$ cat src/rtl/binary_to_bcd_seq.sv
// Sequential binary-to-BCD converter using shift-add-3 (double dabble).
// One magnitude bit enters the BCD scratch register per clock. A conversion
// takes N SHIFT cycles. It is followed by a single DONE cycle that carries the
// result-valid pulse. Signed inputs are converted as sign plus magnitude.
module binary_to_bcd_seq #(
  parameter int N      = 8,
  parameter int DIGITS = 3
) (
  input  logic                clk,
  input  logic                rst,
  input  logic                start,
  input  logic                signed_mode,
  input  logic [N-1:0]        bin,
  output logic                busy,
  output logic                done,
  output logic [4*DIGITS-1:0] bcd,
  output logic                neg
);

  // The counter reaches N on the final shift, so it needs room for N itself.
  localparam int CW = $clog2(N + 1);
  localparam int BW = 4 * DIGITS;

  typedef enum logic [1:0] {
    IDLE,
    SHIFT,
    DONE
  } state_t;

  state_t          state_q;
  logic [N-1:0]    mag_q;
  logic [BW-1:0]   digits_q;
  logic [CW-1:0]   cnt_q;
  logic            negNext_q;
  logic            busy_q;
  logic            done_q;
  logic [BW-1:0]   bcd_q;
  logic            neg_q;

  logic [BW-1:0]   digitsAdj;
  logic [BW-1:0]   digitsShift_d;
  logic [N-1:0]    magShift_d;
  logic [N-1:0]    magLoad_d;
  logic            negLoad_d;

  // Add 3 to each digit that is 5 or more, then shift the digits and magnitude left by one.
  always_comb begin
    digitsAdj = digits_q;
    for (int i = 0; i < DIGITS; i++) begin
      if (digits_q[4*i +: 4] >= 4'd5) begin
        digitsAdj[4*i +: 4] = digits_q[4*i +: 4] + 4'd3;
      end
    end
    digitsShift_d = {digitsAdj[BW-2:0], mag_q[N-1]};
    magShift_d    = mag_q << 1;
  end

  // Form the sign and magnitude at capture. The most negative value maps to 2^(N-1), and zero is never negative.
  always_comb begin
    negLoad_d = signed_mode & bin[N-1];
    magLoad_d = negLoad_d ? (N'(0) - bin) : bin;
  end

  // Control FSM and datapath registers. Every output comes straight from a flop.
  always_ff @(posedge clk or posedge rst) begin
    if (rst) begin
      state_q   <= IDLE;
      mag_q     <= '0;
      digits_q  <= '0;
      cnt_q     <= '0;
      negNext_q <= 1'b0;
      busy_q    <= 1'b0;
      done_q    <= 1'b0;
      bcd_q     <= '0;
      neg_q     <= 1'b0;
    end else begin
      case (state_q)
        IDLE, DONE: begin
          done_q <= 1'b0;
          if (start) begin
            mag_q     <= magLoad_d;
            negNext_q <= negLoad_d;
            digits_q  <= '0;
            cnt_q     <= '0;
            busy_q    <= 1'b1;
            state_q   <= SHIFT;
          end else begin
            state_q <= IDLE;
          end
        end
        SHIFT: begin
          digits_q <= digitsShift_d;
          mag_q    <= magShift_d;
          cnt_q    <= cnt_q + CW'(1);
          if (cnt_q == CW'(N - 1)) begin
            bcd_q   <= digitsShift_d;
            neg_q   <= negNext_q;
            busy_q  <= 1'b0;
            done_q  <= 1'b1;
            state_q <= DONE;
          end
        end
        default: begin
          busy_q  <= 1'b0;
          done_q  <= 1'b0;
          state_q <= IDLE;
        end
      endcase
    end
  end

  assign busy = busy_q;
  assign done = done_q;
  assign bcd  = bcd_q;
  assign neg  = neg_q;

endmodule

$ cat config.mk
export PLATFORM = sky130hd
export DESIGN_NAME = binary_to_bcd_seq
export DESIGN_NICKNAME = d
export VERILOG_FILES = /design/src/rtl/binary_to_bcd_seq.sv
export SDC_FILE = /design/constraint.sdc
export NUM_CORES = 1
export LEC_CHECK = 0
export ABC_AREA = 1
export ABC_CLOCK_PERIOD_IN_PS = 1650
export CORE_MARGIN = 2
export CORE_UTILIZATION = 30
export CTS_CLUSTER_SIZE = 28
export DETAILED_ROUTE_END_ITERATION = 10
export HOLD_SLACK_MARGIN = 0.1
export SLEW_MARGIN = 20
export SYNTH_ARGS = -nofsm -noshare
export SYNTH_HDL_FRONTEND = slang
export SYNTH_SLANG_ARGS = --single-unit
$ cat constraint.sdc
create_clock -name clk -period 1.65 [get_ports clk]
set_input_delay 0.33 -clock clk [delete_from_list [all_inputs] [get_ports clk]]
set_output_delay 0.33 -clock clk [all_outputs]
set_load 0.1 [all_outputs]
== Yosys cells after proc, flatten, opt, wreduce, memory -nomap -nowiden ==
Index checks and enable logic that the tools add are counted.

* Bits in registers: 42
* Input port bits: 12
* Output and inout port bits: 15
* Logic and storage cells: 48

* Add/sub/neg operators: 5
* Order comparisons: 3
* Equality and inequality tests: 5
* Mux-type cells: 18
* Bitwise operators: 1
* Reduce and logical (&&, ||, !) cells: 7

{| class="wikitable"
|+ Operators with widths
! cell !! count
|-
| $pmux 12 s2 || 1
|-
| $mux 8 || 2
|-
| $pmux 8 s2 || 1
|-
| $ge 4x3->1 const B || 3
|-
| $mux 12 || 1
|-
| $mux 4 || 3
|-
| $add 4x2->4 const B || 2
|-
| $pmux 4 s2 || 1
|-
| $reduce_and 2->1 || 4
|-
| $sub 1x8->8 const A || 1
|-
| $mux 1 || 5
|-
| $add 4x1->4 const B || 1
|-
| $eq 4x3->1 const B || 1
|-
| $ne 2x2->1 const B || 2
|-
| $pmux 2 s2 || 1
|-
| $add 3x2->3 const B || 1
|-
| $mux 3 || 1
|-
| $eq 2x1->1 const B || 1
|-
| $eq 2x2->1 const B || 1
|-
| $logic_not 2->1 || 1
|-
| $mux 2 || 1
|-
| $pmux 1 s2 || 1
|-
| $reduce_bool 2->1 || 1
|-
| $reduce_or 2->1 || 1
|-
| $and 1x1->1 || 1
|}

== Depth between registers and ports, before layout ==
* Depth after elaboration: 4
* Mapped depth: 8
* Mapped depth without buffers: 8

== Least setup slack after synthesis ==
OpenSTA, ideal clock, no wires.

* Path type: flip-flop to flip-flop
* Start point: register state_q[1]
* End point: register mag_q[2]
* Setup time: 0.130 ns
* Arrival time: 1.623 ns
* Data required time: 1.520 ns
* Setup slack: -0.103 ns
* Cell stages (with the launch flop): 7
* Path buffers: 1
* Period minus slack after synthesis: 1.753 ns
* Cell sequence: dfrtp_1 > inv_1 > nand2_4 > inv_2 > buf_2 > nand2_1 > o211ai_1

* Word-level cells in the longest chain between the ends: 4
* Elaborated cells between the ends (all ways): 8
* Those cells by class: 3 x eq/ne; 1 x mux; 4 x reduce/logical

{| class="wikitable"
|+ Ends and longest elaborated chain
! item !! RTL line !! source
|-
| start: declaration || 30 || <nowiki>state_t state_q;</nowiki>
|-
| start signal: assignment || 67 || <nowiki>state_q <= IDLE;</nowiki>
|-
| start signal: assignment || 86 || <nowiki>state_q <= SHIFT;</nowiki>
|-
| start signal: assignment || 88 || <nowiki>state_q <= IDLE;</nowiki>
|-
| $eq 2x2->1 / $logic_not 2->1 (equally long branches) || 77 || <nowiki>case (state_q)</nowiki>
|-
| $reduce_or 2->1 || 77 ||
|-
| $ne 2x2->1 (no line) / $reduce_bool 2->1 (equally long branches) || -- ||
|-
| $reduce_and 2->1 (no line) || -- ||
|-
| end signal: assignment || 81 || <nowiki>mag_q <= magLoad_d;</nowiki>
|-
| end signal: assignment || 93 || <nowiki>mag_q <= magShift_d;</nowiki>
|-
| end: declaration || 31 || <nowiki>logic [N-1:0] mag_q;</nowiki>
|}

Parallel ways exist; a longest one is shown, timed or not.
A chain may end at the register's enable or synchronous reset.

== Worst setup path in the final report ==
* Start point: register digits_q[0]
* End point: register digits_q[2]

* Word-level cells in the longest chain between the ends: 3
* Elaborated cells between the ends (all ways): 4
* Those cells by class: 1 x add/sub; 1 x order compare; 2 x mux

{| class="wikitable"
|+ Ends and longest elaborated chain
! item !! RTL line !! source
|-
| start: declaration || 32 || <nowiki>logic [BW-1:0] digits_q;</nowiki>
|-
| start signal: assignment || 92 || <nowiki>digits_q <= digitsShift_d;</nowiki>
|-
| $add 4x2->4 / $ge 4x3->1 (equally long branches) || 51, 50 ||
|-
| $mux 4 (*) || 50 || <nowiki>if (digits_q[4*i +: 4] >= 4'd5) begin</nowiki>
|-
| $pmux 12 s2 (*) || 77 ||
|}

Mark *: on every way between the ends. The rest lies on a longest branch, timed or not.

==> flow_metrics.tcl <==
set metrics [dict create \
    syn_nets 283 \
    fin_util_pct 40.8 \
    antenna_found_initial 0 \
    cts.sinks 41 \
    crit_path_start_kind "register" \
    antenna_left 0 \
    path_max_fanout 5 \
    cts_buffers 5 \
    die_x_um 88.0 \
    crit_end "digits_q[2]" \
    globalRouteOverflowTotal 0 \
    synth_xor_area_share_pct 0 \
    grt_start_max_net_pins 42 \
    grt_pass1_wl_um 7680 \
    ys.flop_type "dfrtp_1" \
    wire_per_inst_um 11.4 \
    via_per_inst 4.49 \
    r2r_start "digits_q[0]" \
    drive_gt1_share_pct 12.4 \
    drv_cap 0 \
    io_pins 27 \
    drtIter0Drc 116 \
    ys_seq_area_share_pct 48.5 \
    synth_top_family_by_area "simple AND/OR/NAND/NOR gates" \
    synth_area_per_cell_um2 8.04 \
    cpMaxStageDelayCell "dfrtp_1" \
    worst_pin_slew_ps 389 \
    ys_types 22 \
    nNetsFinal 317 \
    totalWireLength_um 4500 \
    clock_path_buffers 2 \
    syn_inst 263 \
    synth_top_area_cell "dfrtp_1" \
    coreArea_mm2 0.00679 \
    mostFrequentLayoutCell "nand2_1" \
    syn_area_mm2 0.00211 \
    fp.dieH_um 88.0 \
    vias 1771 \
    worstRegToRegCells 8 \
    worstReg2RegEnd "digits_q[2]" \
    crit_required_ps 1890 \
    n_antenna_cell 0 \
    htreeDepth 2 \
    synth_seq_cells 41 \
    firstDrtPassIters 4 \
    min_period_ps 1440 \
    synth.area.mux_share_pct 0 \
    clock_skew_ps 8.19 \
    cp.arrival_ps 1680 \
    rsz0062_at_grt "false" \
    hold_viol 0 \
    port_buffers 26 \
    critPathLaunch "digits_q[0]" \
    rows 30 \
    grt_pass1_vias 1694 \
    drc_errors 0 \
    cp-end-kind "register" \
    synthAdderAreaFrac_pct 4.73 \
    postCtsResizedCells 0 \
    synth_edf_count 0 \
    placed_area_mm2 0.00266 \
    slew_headroom_pct 74.1 \
    setup_tns_ps 0 \
    synth_simple_gate_area_share_pct 27.5 \
    cp_common_cell "nand2_1" \
    path_class "reg -> reg" \
    setup_viol 0 \
    cts_hold_buf 0 \
    mostFrequentLayoutCells "nand2_1 (86), dfrtp_1 (40), inv_1 (35), nand3_1 (32), o21ai_0 (18)" \
    clock-root-buffer "clkbuf_8" \
    cp_cell_sequence "inv_1 -> ha_1 -> inv_1 -> o21ai_1 -> nand2_1 -> nand2_1 -> nand3_1 -> nand2_1" \
    synth_top_area_share_pct 48.5 \
    initial_core_util_pct 31.1 \
    clkTransAtPathRegs_ps 90 \
    area_growth_pct 31.0 \
    tritoncts "yes" \
    hold_class "in -> async" \
    place_congestion 0.829 \
    fillers 682 \
    track_usage_pct 12.9 \
    post-route-period-util_pct 87.3 \
    ys_async_sr_fraction_pct 100 \
    max_freq_ghz 0.694 \
    outcome "completed" \
    stdcell_area_mm2 0.00277 \
    dieArea_mm2 0.00774 \
    synth_area_leaders "dfrtp_1 (49%), nand2_1 (15%), nand3_1 (7.6%)" \
    slowest_delay_ps 430 \
    place_hpwl_um 3130 \
    cts_setup_buffers 0 \
    reg2reg_slack_ps 210 \
    ys_warn_count 0 \
    clk_latency_ps 300 \
    drv_slew 0 \
    synth_compound_area_share_pct 10.4 \
]
## routing by layer
layer / global-route usage (%) / up-vias / wire, um
met3: 3.39 / 5 / 213
met5: 0 / - / 0
li1: - / 917 / -
met2: 22.3 / 42 / 2140
met1: 15.2 / 807 / 2080
met4: 5.17 / 0 / 65
## cell families after synthesis
family | after synthesis
compound gates | 39
fa+ha+maj | 8
buf+inv | 42
flops | 41
simple gates | 133
## worst max-delay path: cells and delay by family (launching register included)
kind                     cells  cell delay, ps
AND/OR/NAND/NOR              4             430
flip-flops                   1             430
AO/OA/AOI/OAI                1             180
adder cells (fa/ha/maj)      1             190
buffers and inverters        2             160
## cells in the mapped netlist, types with 2 or more instances
cell and instances:
nand2_1 86, nand2_4 3, ha_1 8, dfrtp_1 41
o22ai_1 6, o211ai_1 4, inv_2 2, nand4_1 2
nor2_1 8, o21ai_0 20, inv_1 35, a21oi_1 6
nand3_1 32, buf_6 2
## cell type report
cell class	instances	area (um^2)	share of cell area (%)
clock buffers	5	68.8	2.48
multi-input cells	180	901	32.5
repair buffers	32	468	16.9
inverters	37	139	5.01
clock inverters	3	46.3	1.67
well taps	96	120	4.34
flip-flops and latches	41	1030	37.1
## state kept, by name, indices dropped and copies added, names as in the netlist
name       flops
negNext_q      1
busy           1
digits_q      12
mag_q          8
neg            1
bcd           12
state_q        2
cnt_q          4
## how the worst min path moves through the flow
stage,slack [ps],to,from
after floorplan,450,neg,negNext_q
after global placement,480,mag_q[4],mag_q[3]
after detailed placement,490,mag_q[4],mag_q[4]
after CTS,390,bcd[7],rst
after global routing,400,bcd[7],rst
final,380,bcd[7],rst
## metrics by stage
step	std cells	worst slack (ps)	hold slack [ps]
final	394	210	382
after global routing	394	77.2	400
after CTS	394	128	392
after detailed placement	386	53.5	493
after global placement	386	87.6	476
after floorplan	263	193	449
Power is not shown: default switching activity piles up to over one toggle a cycle in this logic, so the estimate is an artifact.
